[config.mk]
export PLATFORM = sky130hd
export DESIGN_NAME = ofm_write_addr_gen_flat
export DESIGN_NICKNAME = d
export VERILOG_FILES = /design/src/rtl/ofm_write_addr_gen_pkg.sv /design/src/rtl/ofm_write_addr_gen_if.sv /design/src/rtl/ofm_dim_calc.sv /design/src/rtl/ofm_write_addr_gen.sv /design/src/flat_wrapper.sv
export SDC_FILE = /design/constraint.sdc
export NUM_CORES = 1
export LEC_CHECK = 0
export CORE_ASPECT_RATIO = 0.9
export CORE_MARGIN = 2
export CORE_UTILIZATION = 53
export CTS_CLUSTER_DIAMETER = 100
export CTS_CLUSTER_SIZE = 20
export DETAILED_ROUTE_END_ITERATION = 8
export GPL_TIMING_DRIVEN = 0
export PLACE_DENSITY = 0.8
export SYNTH_ARGS = -nofsm -noshare
export SYNTH_HDL_FRONTEND = slang
export SYNTH_SLANG_ARGS = --single-unit
[constraint.sdc]
create_clock -name clk -period 5.6 [get_ports clk]
set_clock_uncertainty 0.05 [all_clocks]
set_input_delay 1.12 -clock clk [delete_from_list [all_inputs] [get_ports clk]]
set_output_delay 1.12 -clock clk [all_outputs]
set_load 0.01 [all_outputs]
[src/rtl/ofm_write_addr_gen_pkg.sv]
// Shared types and constants for the OFM write address generator.
// Holds the FSM encoding, the latched layer config struct and the config code values.
package ofm_write_addr_gen_pkg;

  localparam int OFM_RAM_SIZE_DEF = 2378675;
  localparam int AW_DEF           = $clog2(OFM_RAM_SIZE_DEF);
  localparam int DATA_WIDTH_DEF   = 64;

  localparam logic [1:0] KERNEL_3 = 2'd3;
  localparam logic [1:0] STRIDE_2 = 2'd2;

  typedef enum logic [2:0] {
    ST_IDLE  = 3'd0,
    ST_SETUP = 3'd1,
    ST_RUN   = 3'd2,
    ST_REPL  = 3'd3,
    ST_DONE  = 3'd4
  } state_t;

  typedef struct packed {
    logic [8:0]  ifm_size;
    logic [1:0]  kernel_size;
    logic [10:0] num_filter;
    logic        maxpool_mode;
    logic [1:0]  maxpool_stride;
    logic        upsample_mode;
  } layer_cfg_t;

endpackage

[src/rtl/ofm_write_addr_gen_if.sv]
// Layer config, PE-array result stream and OFM RAM write port of the address generator.
// The generator sits on the slave side; the layer sequencer / PE array / RAM side is master.
interface ofm_write_addr_gen_if #(
  parameter int AW         = ofm_write_addr_gen_pkg::AW_DEF,
  parameter int DATA_WIDTH = ofm_write_addr_gen_pkg::DATA_WIDTH_DEF
);

  logic                  start_layer;
  logic [8:0]            ifm_size;
  logic [1:0]            kernel_size;
  logic [10:0]           num_filter;
  logic                  maxpool_mode;
  logic [1:0]            maxpool_stride;
  logic                  upsample_mode;
  logic [AW-1:0]         start_write_addr;

  logic                  in_valid;
  logic [DATA_WIDTH-1:0] in_data;
  logic                  in_ready;

  logic                  wr_en;
  logic [AW-1:0]         wr_addr;
  logic [DATA_WIDTH-1:0] wr_data;

  logic                  done_layer;
  logic                  busy;

  modport master (
    output start_layer, ifm_size, kernel_size, num_filter, maxpool_mode,
           maxpool_stride, upsample_mode, start_write_addr, in_valid, in_data,
    input  in_ready, wr_en, wr_addr, wr_data, done_layer, busy
  );

  modport slave (
    input  start_layer, ifm_size, kernel_size, num_filter, maxpool_mode,
           maxpool_stride, upsample_mode, start_write_addr, in_valid, in_data,
    output in_ready, wr_en, wr_addr, wr_data, done_layer, busy
  );

endinterface

[src/rtl/ofm_dim_calc.sv]
// Output-plane side lengths from the latched layer config: S_in words per row in, S_out per row out.
// Purely combinational, no backpressure.
module ofm_dim_calc
  import ofm_write_addr_gen_pkg::*;
(
  input  logic [8:0] ifm_size,
  input  logic [1:0] kernel_size,
  input  logic       maxpool_mode,
  input  logic [1:0] maxpool_stride,
  input  logic       upsample_mode,
  output logic [8:0] s_in,
  output logic [9:0] s_out
);

  logic [8:0] conv;

  always_comb begin
    conv = ifm_size;
    // A 3x3 kernel on an image smaller than 2 yields an empty plane rather than a wrapped size.
    if (kernel_size == KERNEL_3) begin
      conv = (ifm_size >= 9'd2) ? (ifm_size - 9'd2) : 9'd0;
    end
    s_in  = (maxpool_mode && (maxpool_stride == STRIDE_2)) ? {1'b0, conv[8:1]} : conv;
    s_out = upsample_mode ? {s_in, 1'b0} : {1'b0, s_in};
  end

endmodule

[src/rtl/ofm_write_addr_gen.sv]
// Turns the PE-array result stream into OFM RAM writes (c, then r, then filter order), optionally 2x upsampled.
// One cycle accept-to-write; in_ready only in RUN, so upsample holds the stream off for 3 of every 4 cycles.
module ofm_write_addr_gen
  import ofm_write_addr_gen_pkg::*;
#(
  parameter int OFM_RAM_SIZE = OFM_RAM_SIZE_DEF,
  parameter int DATA_WIDTH   = DATA_WIDTH_DEF
)
(
  input  logic                   clk,
  input  logic                   rst,
  ofm_write_addr_gen_if.slave    io
);

  localparam int AW = $clog2(OFM_RAM_SIZE);

  state_t                state, state_nxt;
  layer_cfg_t            cfg_q;
  logic [AW-1:0]         start_addr_q;

  logic [8:0]            col, row;
  logic [10:0]           filt;
  logic [1:0]            phase;
  logic [AW-1:0]         row_base;

  logic                  wr_en_q;
  logic [AW-1:0]         wr_addr_q;
  logic [DATA_WIDTH-1:0] wr_data_q;

  logic [8:0]            s_in;
  logic [9:0]            s_out;

  logic                  accept, word_end, last_word;
  logic                  col_last, row_last, filt_last;
  logic [9:0]            col_off;
  logic [10:0]           row_step;
  logic [AW-1:0]         addr_nxt;

  ofm_dim_calc u_dim_calc (
    .ifm_size       (cfg_q.ifm_size),
    .kernel_size    (cfg_q.kernel_size),
    .maxpool_mode   (cfg_q.maxpool_mode),
    .maxpool_stride (cfg_q.maxpool_stride),
    .upsample_mode  (cfg_q.upsample_mode),
    .s_in           (s_in),
    .s_out          (s_out)
  );

  assign accept    = (state == ST_RUN) && io.in_valid;
  assign col_last  = (col == s_in - 9'd1);
  assign row_last  = (row == s_in - 9'd1);
  assign filt_last = (filt == cfg_q.num_filter - 11'd1);
  assign last_word = col_last && row_last && filt_last;
  assign word_end  = cfg_q.upsample_mode ? ((state == ST_REPL) && (phase == 2'd3)) : accept;

  // row_base steps by one output row (two when upsampling); stepping past the last row lands on the next plane.
  assign col_off   = cfg_q.upsample_mode ? {col, 1'b0} : {1'b0, col};
  assign row_step  = cfg_q.upsample_mode ? {s_out, 1'b0} : {1'b0, s_out};
  assign addr_nxt  = row_base + {{(AW-10){1'b0}}, col_off}
                   + (phase[1] ? {{(AW-10){1'b0}}, s_out} : '0)
                   + {{(AW-1){1'b0}}, phase[0]};

  always_comb begin
    state_nxt = state;
    case (state)
      ST_IDLE:  if (io.start_layer) state_nxt = ST_SETUP;
      ST_SETUP: state_nxt = ((s_in == 9'd0) || (cfg_q.num_filter == 11'd0)) ? ST_DONE : ST_RUN;
      ST_RUN: begin
        if (accept) begin
          if (cfg_q.upsample_mode) state_nxt = ST_REPL;
          else if (last_word)      state_nxt = ST_DONE;
        end
      end
      ST_REPL:  if (phase == 2'd3) state_nxt = last_word ? ST_DONE : ST_RUN;
      ST_DONE:  state_nxt = ST_IDLE;
      default:  state_nxt = ST_IDLE;
    endcase
  end

  always_ff @(posedge clk) begin
    if (rst) state <= ST_IDLE;
    else     state <= state_nxt;
  end

  always_ff @(posedge clk) begin
    if (rst) begin
      cfg_q        <= '0;
      start_addr_q <= '0;
      col          <= '0;
      row          <= '0;
      filt         <= '0;
      phase        <= '0;
      row_base     <= '0;
      wr_en_q      <= 1'b0;
      wr_addr_q    <= '0;
      wr_data_q    <= '0;
    end else begin
      if ((state == ST_IDLE) && io.start_layer) begin
        cfg_q.ifm_size       <= io.ifm_size;
        cfg_q.kernel_size    <= io.kernel_size;
        cfg_q.num_filter     <= io.num_filter;
        cfg_q.maxpool_mode   <= io.maxpool_mode;
        cfg_q.maxpool_stride <= io.maxpool_stride;
        cfg_q.upsample_mode  <= io.upsample_mode;
        start_addr_q         <= io.start_write_addr;
      end

      if (state == ST_SETUP) begin
        col      <= '0;
        row      <= '0;
        filt     <= '0;
        phase    <= '0;
        row_base <= start_addr_q;
      end

      wr_en_q <= accept || (state == ST_REPL);
      if (accept || (state == ST_REPL)) wr_addr_q <= addr_nxt;
      if (accept) wr_data_q <= io.in_data;

      if (accept && cfg_q.upsample_mode) phase <= 2'd1;
      else if (state == ST_REPL)         phase <= phase + 2'd1;

      if (word_end) begin
        if (!col_last) begin
          col <= col + 9'd1;
        end else begin
          col      <= '0;
          row_base <= row_base + {{(AW-11){1'b0}}, row_step};
          if (!row_last) begin
            row <= row + 9'd1;
          end else begin
            row  <= '0;
            filt <= filt + 11'd1;
          end
        end
      end
    end
  end

  assign io.in_ready   = (state == ST_RUN);
  assign io.busy       = (state != ST_IDLE);
  assign io.done_layer = (state == ST_DONE);
  assign io.wr_en      = wr_en_q;
  assign io.wr_addr    = wr_addr_q;
  assign io.wr_data    = wr_data_q;

endmodule

[src/flat_wrapper.sv]
// flat-port wrapper written by rule: the top's interface ports become plain ports
module ofm_write_addr_gen_flat import ofm_write_addr_gen_pkg::*;
#(
  parameter int OFM_RAM_SIZE = OFM_RAM_SIZE_DEF,
  parameter int DATA_WIDTH   = DATA_WIDTH_DEF
)
  (clk, rst, io_start_layer, io_ifm_size, io_kernel_size, io_num_filter, io_maxpool_mode, io_maxpool_stride, io_upsample_mode, io_start_write_addr, io_in_valid, io_in_data, io_in_ready, io_wr_en, io_wr_addr, io_wr_data, io_done_layer, io_busy);
  ofm_write_addr_gen_if #(.AW((22)), .DATA_WIDTH(DATA_WIDTH)) io_i ();
  input  logic clk;
  input  logic rst;
  input wire logic [$bits(io_i.start_layer)-1:0] io_start_layer;
  input wire logic [$bits(io_i.ifm_size)-1:0] io_ifm_size;
  input wire logic [$bits(io_i.kernel_size)-1:0] io_kernel_size;
  input wire logic [$bits(io_i.num_filter)-1:0] io_num_filter;
  input wire logic [$bits(io_i.maxpool_mode)-1:0] io_maxpool_mode;
  input wire logic [$bits(io_i.maxpool_stride)-1:0] io_maxpool_stride;
  input wire logic [$bits(io_i.upsample_mode)-1:0] io_upsample_mode;
  input wire logic [$bits(io_i.start_write_addr)-1:0] io_start_write_addr;
  input wire logic [$bits(io_i.in_valid)-1:0] io_in_valid;
  input wire logic [$bits(io_i.in_data)-1:0] io_in_data;
  output wire logic [$bits(io_i.in_ready)-1:0] io_in_ready;
  output wire logic [$bits(io_i.wr_en)-1:0] io_wr_en;
  output wire logic [$bits(io_i.wr_addr)-1:0] io_wr_addr;
  output wire logic [$bits(io_i.wr_data)-1:0] io_wr_data;
  output wire logic [$bits(io_i.done_layer)-1:0] io_done_layer;
  output wire logic [$bits(io_i.busy)-1:0] io_busy;
  assign io_i.start_layer = io_start_layer;
  assign io_i.ifm_size = io_ifm_size;
  assign io_i.kernel_size = io_kernel_size;
  assign io_i.num_filter = io_num_filter;
  assign io_i.maxpool_mode = io_maxpool_mode;
  assign io_i.maxpool_stride = io_maxpool_stride;
  assign io_i.upsample_mode = io_upsample_mode;
  assign io_i.start_write_addr = io_start_write_addr;
  assign io_i.in_valid = io_in_valid;
  assign io_i.in_data = io_in_data;
  assign io_in_ready = io_i.in_ready;
  assign io_wr_en = io_i.wr_en;
  assign io_wr_addr = io_i.wr_addr;
  assign io_wr_data = io_i.wr_data;
  assign io_done_layer = io_i.done_layer;
  assign io_busy = io_i.busy;
  ofm_write_addr_gen #(.OFM_RAM_SIZE(OFM_RAM_SIZE), .DATA_WIDTH(DATA_WIDTH)) u_core (.clk(clk), .rst(rst), .io(io_i));
endmodule
**Yosys cells after proc, flatten, opt, wreduce, memory -nomap -nowiden**

Index checks and enable logic that the tools add are counted.

- Bits in registers: 191
- Latch bits: 0
- Bits in writable memories: 0
- Bits in read-only memories: 0
- Output and inout port bits: 90
- Memories kept: 0

- Add/sub/neg operators: 11
- Multiply operators: 0
- Div/mod/pow operators: 0
- $lt $le $gt $ge: 1
- Eq/ne operators: 14
- Shift operators: 0
- Mux-type cells: 33
- Bitwise logic cells: 0
- Reductions and logical operators: 18

Operator list:

| cell | number |
|---|---|
| 9-bit two-way mux | 10 |
| 22-bit two-way mux | 3 |
| 11-bit two-way mux | 5 |
| 10-bit two-way mux | 3 |
| 22-bit by 1-bit adder with 22-bit output | 1 |
| 22-bit by 10-bit adder with 22-bit output | 1 |
| 22-bit by 11-bit adder with 22-bit output | 1 |
| 22-bit adder | 1 |
| 3-bit two-way mux | 7 |
| 9-bit by 1-bit adder with 9-bit output (second input constant) | 2 |
| 9-bit == test | 2 |
| 3-bit one-hot mux with 4 select lines | 1 |
| 11-bit by 1-bit adder with 11-bit output (second input constant) | 1 |
| 11-bit == test | 1 |
| 11-bit zero test | 1 |
| 11-bit by 1-bit subtractor with 11-bit output (second input constant) | 1 |
| 9-bit by 2-bit >= comparator with 1-bit output (second input constant) | 1 |
| 9-bit zero test | 1 |
| 9-bit by 1-bit subtractor with 9-bit output (second input constant) | 1 |
| 9-bit by 2-bit subtractor with 9-bit output (second input constant) | 1 |
| 1-bit logical AND | 7 |
| 2-bit == test (second input constant) | 3 |
| 3-bit by 2-bit == test with 1-bit output (second input constant) | 2 |
| 3-bit nonzero test | 2 |
| 13 further kinds | 18 |

**Longest topological paths before layout**

- Word-level depth: 12
- Depth in mapped cells: 25

**Cells and area by module**

Synthesis repeated with hierarchy kept, for this count alone.

- Cell total of the unflattened synthesis: 1386
- Area total of the unflattened synthesis: 10749.1 µm²

By module, submodules not included:

| module | instances | cells an instance | area each (µm²) | seq. area each (µm²) |
|---|---|---|---|---|
| ofm_write_addr_gen | 1 | 1294 | 10161.0 | 3823.7 |
| ofm_dim_calc | 1 | 92 | 588.1 | 0.0 |

**Worst setup path after synthesis**

OpenSTA, ideal clock, no wires.

- Kind: reg2reg
- From: register, netlist name u_core.cfg_q[18]
- To: register u_core.wr_addr_q[12] (netlist: u_core.io.wr_addr[12])
- Setup time: 0.137 ns
- Data arrival time: 4.553 ns
- Data required time: 5.413 ns
- Path slack: 0.860 ns
- Stages on the path, launching flop included: 26
- Path buffers: 1
- Period minus slack after synthesis: 4.740 ns
- Path through: dfxtp_1 -> inv_1 -> ha_1 -> and4b_1 -> and4_1 -> clkbuf_1 -> nor2_1 -> a22oi_1 -> a21oi_1 -> a31oi_1 -> nor2_1 -> inv_1 -> a21boi_0 -> fa_1 -> inv_1 -> fa_1 -> nor2b_1 -> o21ai_0 -> a21boi_0 -> o21ai_0 -> a21oi_1 -> o21ai_0 -> a21boi_0 -> o2111ai_1 -> nand3_1 -> a31oi_1

- Longest elaborated chain between the ends: 8

Ends and longest elaborated chain:

| item | RTL line | text |
|---|---|---|
| 9-bit by 2-bit subtractor with 9-bit output or 9-bit by 2-bit >= comparator with 1-bit output (tied branches) | ofm_dim_calc.sv:21 | `conv = (ifm_size >= 9'd2) ? (ifm_size - 9'd2) : 9'd0;` |
| 9-bit two-way mux | ofm_dim_calc.sv:21 |  |
| 9-bit two-way mux (*) | ofm_dim_calc.sv:20 | `if (kernel_size == KERNEL_3) begin` |
| 9-bit two-way mux (*) | ofm_dim_calc.sv:23 | `s_in = (maxpool_mode && (maxpool_stride == STRIDE_2)) ? {1'b0, conv[8:1]} : conv;` |
| 10-bit two-way mux (*) | ofm_dim_calc.sv:24 | `s_out = upsample_mode ? {s_in, 1'b0} : {1'b0, s_in};` |
| 10-bit two-way mux (*) | ofm_write_addr_gen.sv:60 | `+ (phase[1] ? {{(AW-10){1'b0}}, s_out} : '0)` |
| 22-bit adder (*) | ofm_write_addr_gen.sv:60 |  |
| 22-bit by 1-bit adder with 22-bit output (*) | ofm_write_addr_gen.sv:61 | `+ {{(AW-1){1'b0}}, phase[0]};` |
| end signal, assigned | ofm_write_addr_gen.sv:117 | `if (accept \|\| (state == ST_REPL)) wr_addr_q <= addr_nxt;` |
| end, declared | ofm_write_addr_gen.sv:27 | `logic [AW-1:0] wr_addr_q;` |

Every way passes the cells marked *; elsewhere a longest branch is shown, timed or not.
A chain may end at the register's enable or synchronous reset.

**Worst setup path after layout**

- From: register, netlist name u_core.cfg_q[19]
- To: register u_core.row_base[18]

- Longest elaborated chain between the ends: 9

Ends and longest elaborated chain:

| item | RTL line | text |
|---|---|---|
| 9-bit by 2-bit subtractor with 9-bit output or 9-bit by 2-bit >= comparator with 1-bit output (tied branches) | ofm_dim_calc.sv:21 |  |
| 9-bit two-way mux | ofm_dim_calc.sv:21 |  |
| 9-bit two-way mux (*) | ofm_dim_calc.sv:20 |  |
| 9-bit two-way mux (*) | ofm_dim_calc.sv:23 |  |
| 10-bit two-way mux | ofm_dim_calc.sv:24 |  |
| 11-bit two-way mux | ofm_write_addr_gen.sv:58 | `assign row_step = cfg_q.upsample_mode ? {s_out, 1'b0} : {1'b0, s_out};` |
| 22-bit by 11-bit adder with 22-bit output | ofm_write_addr_gen.sv:128 | `row_base <= row_base + {{(AW-11){1'b0}}, row_step};` |
| 22-bit two-way mux (*) | ofm_write_addr_gen.sv:124 | `if (!col_last) begin` |
| 22-bit two-way mux (*) | ofm_write_addr_gen.sv:123 | `if (word_end) begin` |
| end signal, assigned | ofm_write_addr_gen.sv:113 | `row_base <= start_addr_q;` |
| end signal, assigned | ofm_write_addr_gen.sv:128 |  |
| end, declared | ofm_write_addr_gen.sv:24 | `logic [AW-1:0] row_base;` |

Marked as above.

==> results_dict.tcl <==
set metrics [dict create \
    post_route_cells_drive_above_1_share 0.0439 \
    tns_ns 0 \
    diodes 0 \
    antenna_found_initial 0 \
    grt_overflow 0 \
    start_util 0.536 \
    status "finished clean" \
    drv_slew 0 \
    setup_viol 0 \
    synthCells 1467 \
    cts_tree "done" \
    track_usage 0.316 \
    std_cell_rows 50 \
    path_delay_family "compound AO/OA/AOI/OAI gates" \
    yosysTopAreaCellShare 0.345 \
    min_path_type "reg -> reg" \
    relSlewSlack 0.245 \
    synth_ff_type "dfxtp_1" \
    cp-end-kind "flip-flop" \
    num_vias 11800 \
    port_buffers 203 \
    clockPowerShare 0.270 \
    max_freq_mhz 191 \
    root_buffer "clkbuf_16" \
    drtIter0Drc 1183 \
    avgViaCountPerCell 5.98 \
    ys_types 82 \
    die-area_um2 22100 \
    ir_drop_mv 0.204 \
    cts.sinks 191 \
    power_switching_share 0.395 \
    synth_edf_count 0 \
    synth_commonest_cells "nand2_1 (311), dfxtp_1 (191), a21oi_1 (173)" \
    cellPowerDensity_nw_per_um2 346 \
    crit_chain "inv_1 -> ha_1 -> and4b_2 -> nor2_1 -> a21oi_1 -> o221ai_1 -> o21ai_0 -> ha_1 -> inv_1 -> a21oi_1 -> o21ai_0 -> a21oi_1 -> o211ai_1 -> a21oi_1 -> a211oi_1 -> o311ai_0 -> a31oi_1" \
    slowest_stage "o221ai_1" \
    yosysMostFrequentCell "nand2_1" \
    dpl.hpwl_um 26200 \
    grt_pass1_vias 10900 \
    ys_ff_latch 191 \
    hold_violations 0 \
    synthToLayoutAreaGrowth_pct 27.7 \
    fillCellCount 1709 \
    comb_power_share 0.392 \
    cts_made_buffers 17 \
    drc 0 \
    final_nets 1852 \
    grt_setup_unrepaired "false" \
    seq_power_share 0.338 \
    power.internal_w 0.00296 \
    whs_ns 0.403 \
    netlist_top_cells_area "dfxtp_1 (35%), nand2_1 (11%), a21oi_1 (7.8%)" \
    min_period_over_period 0.937 \
    async_flop_share 0 \
    yosys.area.top_type "dfxtp_1" \
    coreArea_um2 20600 \
    htree_levels 4 \
    postRouteAntennaNets 0 \
    path_class "reg -> reg" \
    clockBufferDepth 2 \
    net-switching-power_w 0.00193 \
    cp.arrival_ns 5.56 \
    timing.critical_path.mode_cell "a21oi_1" \
    die_width_um 156 \
    wl_um 35000 \
    syn_area_um2 11100 \
    syn_avg_cell_area_um2 7.55 \
    synth_nets 1625 \
    finalCriticalPeriod_ns 5.25 \
    insertion_delay_ns 0.44 \
    ctsHoldBuffers 0 \
    crit_required_ns 5.92 \
    critPathMaxStageDelay_ns 0.89 \
    grt_max_degree 21 \
    dr.pass1.iters 8 \
    yosysWarnings 0 \
    clk_pin_slew_worst_paths_ns 0.08 \
    cp_max_fo 10 \
    io_pins 206 \
    gp_congestion 0.957 \
    tightest_slew_ns 1.12 \
    maxCapViolCount 0 \
    worstSetupStartpointType "flip-flop" \
    die_h_um 141 \
    wire_per_inst_um 17.8 \
    ys_seq_area_frac 0.345 \
    p_leak_nw 5.11 \
    cp_num_buf_inv 2 \
    grt_pass1_wl_um 55900 \
]
stage by stage:
step	power [W]	cell area, um^2	cells	worst slack [ns]	util
CTS	0.00485	14100	1962	0.00516	0.682
finish	0.00489	14100	1967	0.355	0.685
detailed placement	0.00354	13400	1930	-0.0489	0.650
floorplan	0.00289	11100	1467	0.860	-
global placement	0.00349	13400	1930	0.0429	0.650
global route	0.00515	14100	1967	0.00236	0.685
power by group through the flow:
stage | Sequential (W) | Combinational, W | Clock (W)
after global routing | 0.00167 | 0.00209 | 0.00138
after detailed placement | 0.00168 | 0.00186 | 0
after CTS | 0.00165 | 0.00187 | 0.00132
after floorplan | 0.00167 | 0.00122 | 0
after global placement | 0.00167 | 0.00182 | 0
final | 0.00165 | 0.00192 | 0.00132
registers in the layout (all words and copies together), names as in the netlist:
register             count
u_core.cfg_q            26
u_core.col               9
u_core.filt             11
u_core.io.wr_addr       22
u_core.io.wr_data       64
u_core.io.wr_en          1
u_core.phase             2
u_core.row               9
u_core.row_base         22
u_core.start_addr_q     22
u_core.state             3
worst register-to-register path, cell delays in order, from the launching register on:
cell      delay [ns]
dfxtp_1         0.48
inv_1           0.08
ha_1            0.23
and4b_2         0.28
nor2_1          0.24
a21oi_1         0.07
o221ai_1        0.89
o21ai_0         0.31
ha_1            0.37
inv_1           0.08
a21oi_1         0.05
o21ai_0         0.21
a21oi_1         0.14
o211ai_1        0.25
a21oi_1         0.11
a211oi_1        0.85
o311ai_0        0.28
a31oi_1         0.20
timing repair:
action,in CTS,in global routing
pin swaps,0,4
resized for setup,2,12
endpoints found under the setup margin,15,58
cloned,0,0
setup buffers,0,6
kinds of logic (layout without fill, tap and decap cells):
group,Yosys count,count (layout),synth area share
multiplexers,20,20,0.0186
XOR/XNOR,56,56,0.0481
AO/OA/AOI/OAI,387,387,0.217
buffers and inverters,160,400,0.0556
flip-flops,191,191,0.345
adder cells (fa/ha/maj),43,43,0.0565
AND/OR/NAND/NOR,610,610,0.258
metal layers:
metal | GRT usage | wire [um]
met1 | 0.428 | 14800
met2 | 0.488 | 15500
met3 | 0.0950 | 3960
met4 | 0.0937 | 789
met5 | 0 | 0
path summary, 6_finish.rpt:
path | startpoint | to | slack [ns] | cells after the start
min | u_core.io.wr_addr[7] | u_core.io.wr_addr[7] | 0.40 | 2
max reg2reg | u_core.cfg_q[19] | u_core.row_base[18] | 0.35 | 17
min reg2reg | u_core.io.wr_addr[7] | u_core.io.wr_addr[7] | 0.40 | 2
max | u_core.cfg_q[19] | u_core.row_base[18] | 0.35 | 17
cells in the final DEF (no fill, tap or decap), types with 18 or more instances in the layout:
master | netlist | final
inv_1 | 63 | 63
nand2_1 | 311 | 311
nand3_1 | 53 | 53
dfxtp_1 | 191 | 191
clkbuf_1 | 79 | 77
a211oi_1 | 19 | 19
a21oi_1 | 173 | 172
and3_1 | 24 | 24
nor3_1 | 32 | 31
xnor2_1 | 36 | 36
ha_1 | 30 | 30
a31oi_1 | 19 | 18
o211ai_1 | 21 | 21
o21ai_0 | 59 | 59
clkdlybuf4s50_1 | 0 | 203
nor2_1 | 70 | 70
layout make-up:
type	instances	area (um^2)	area share
Clock inverter	15	213	0.0150
Timing Repair Buffer	209	2080	0.147
Tap cell	260	325	0.0230
Inverter	65	244	0.0173
Clock buffer	17	425	0.0301
Multi-Input combinational cell	1116	6660	0.471
Buffer	94	369	0.0261
Sequential cell	191	3820	0.270
(Power assumes the default switching activity.)
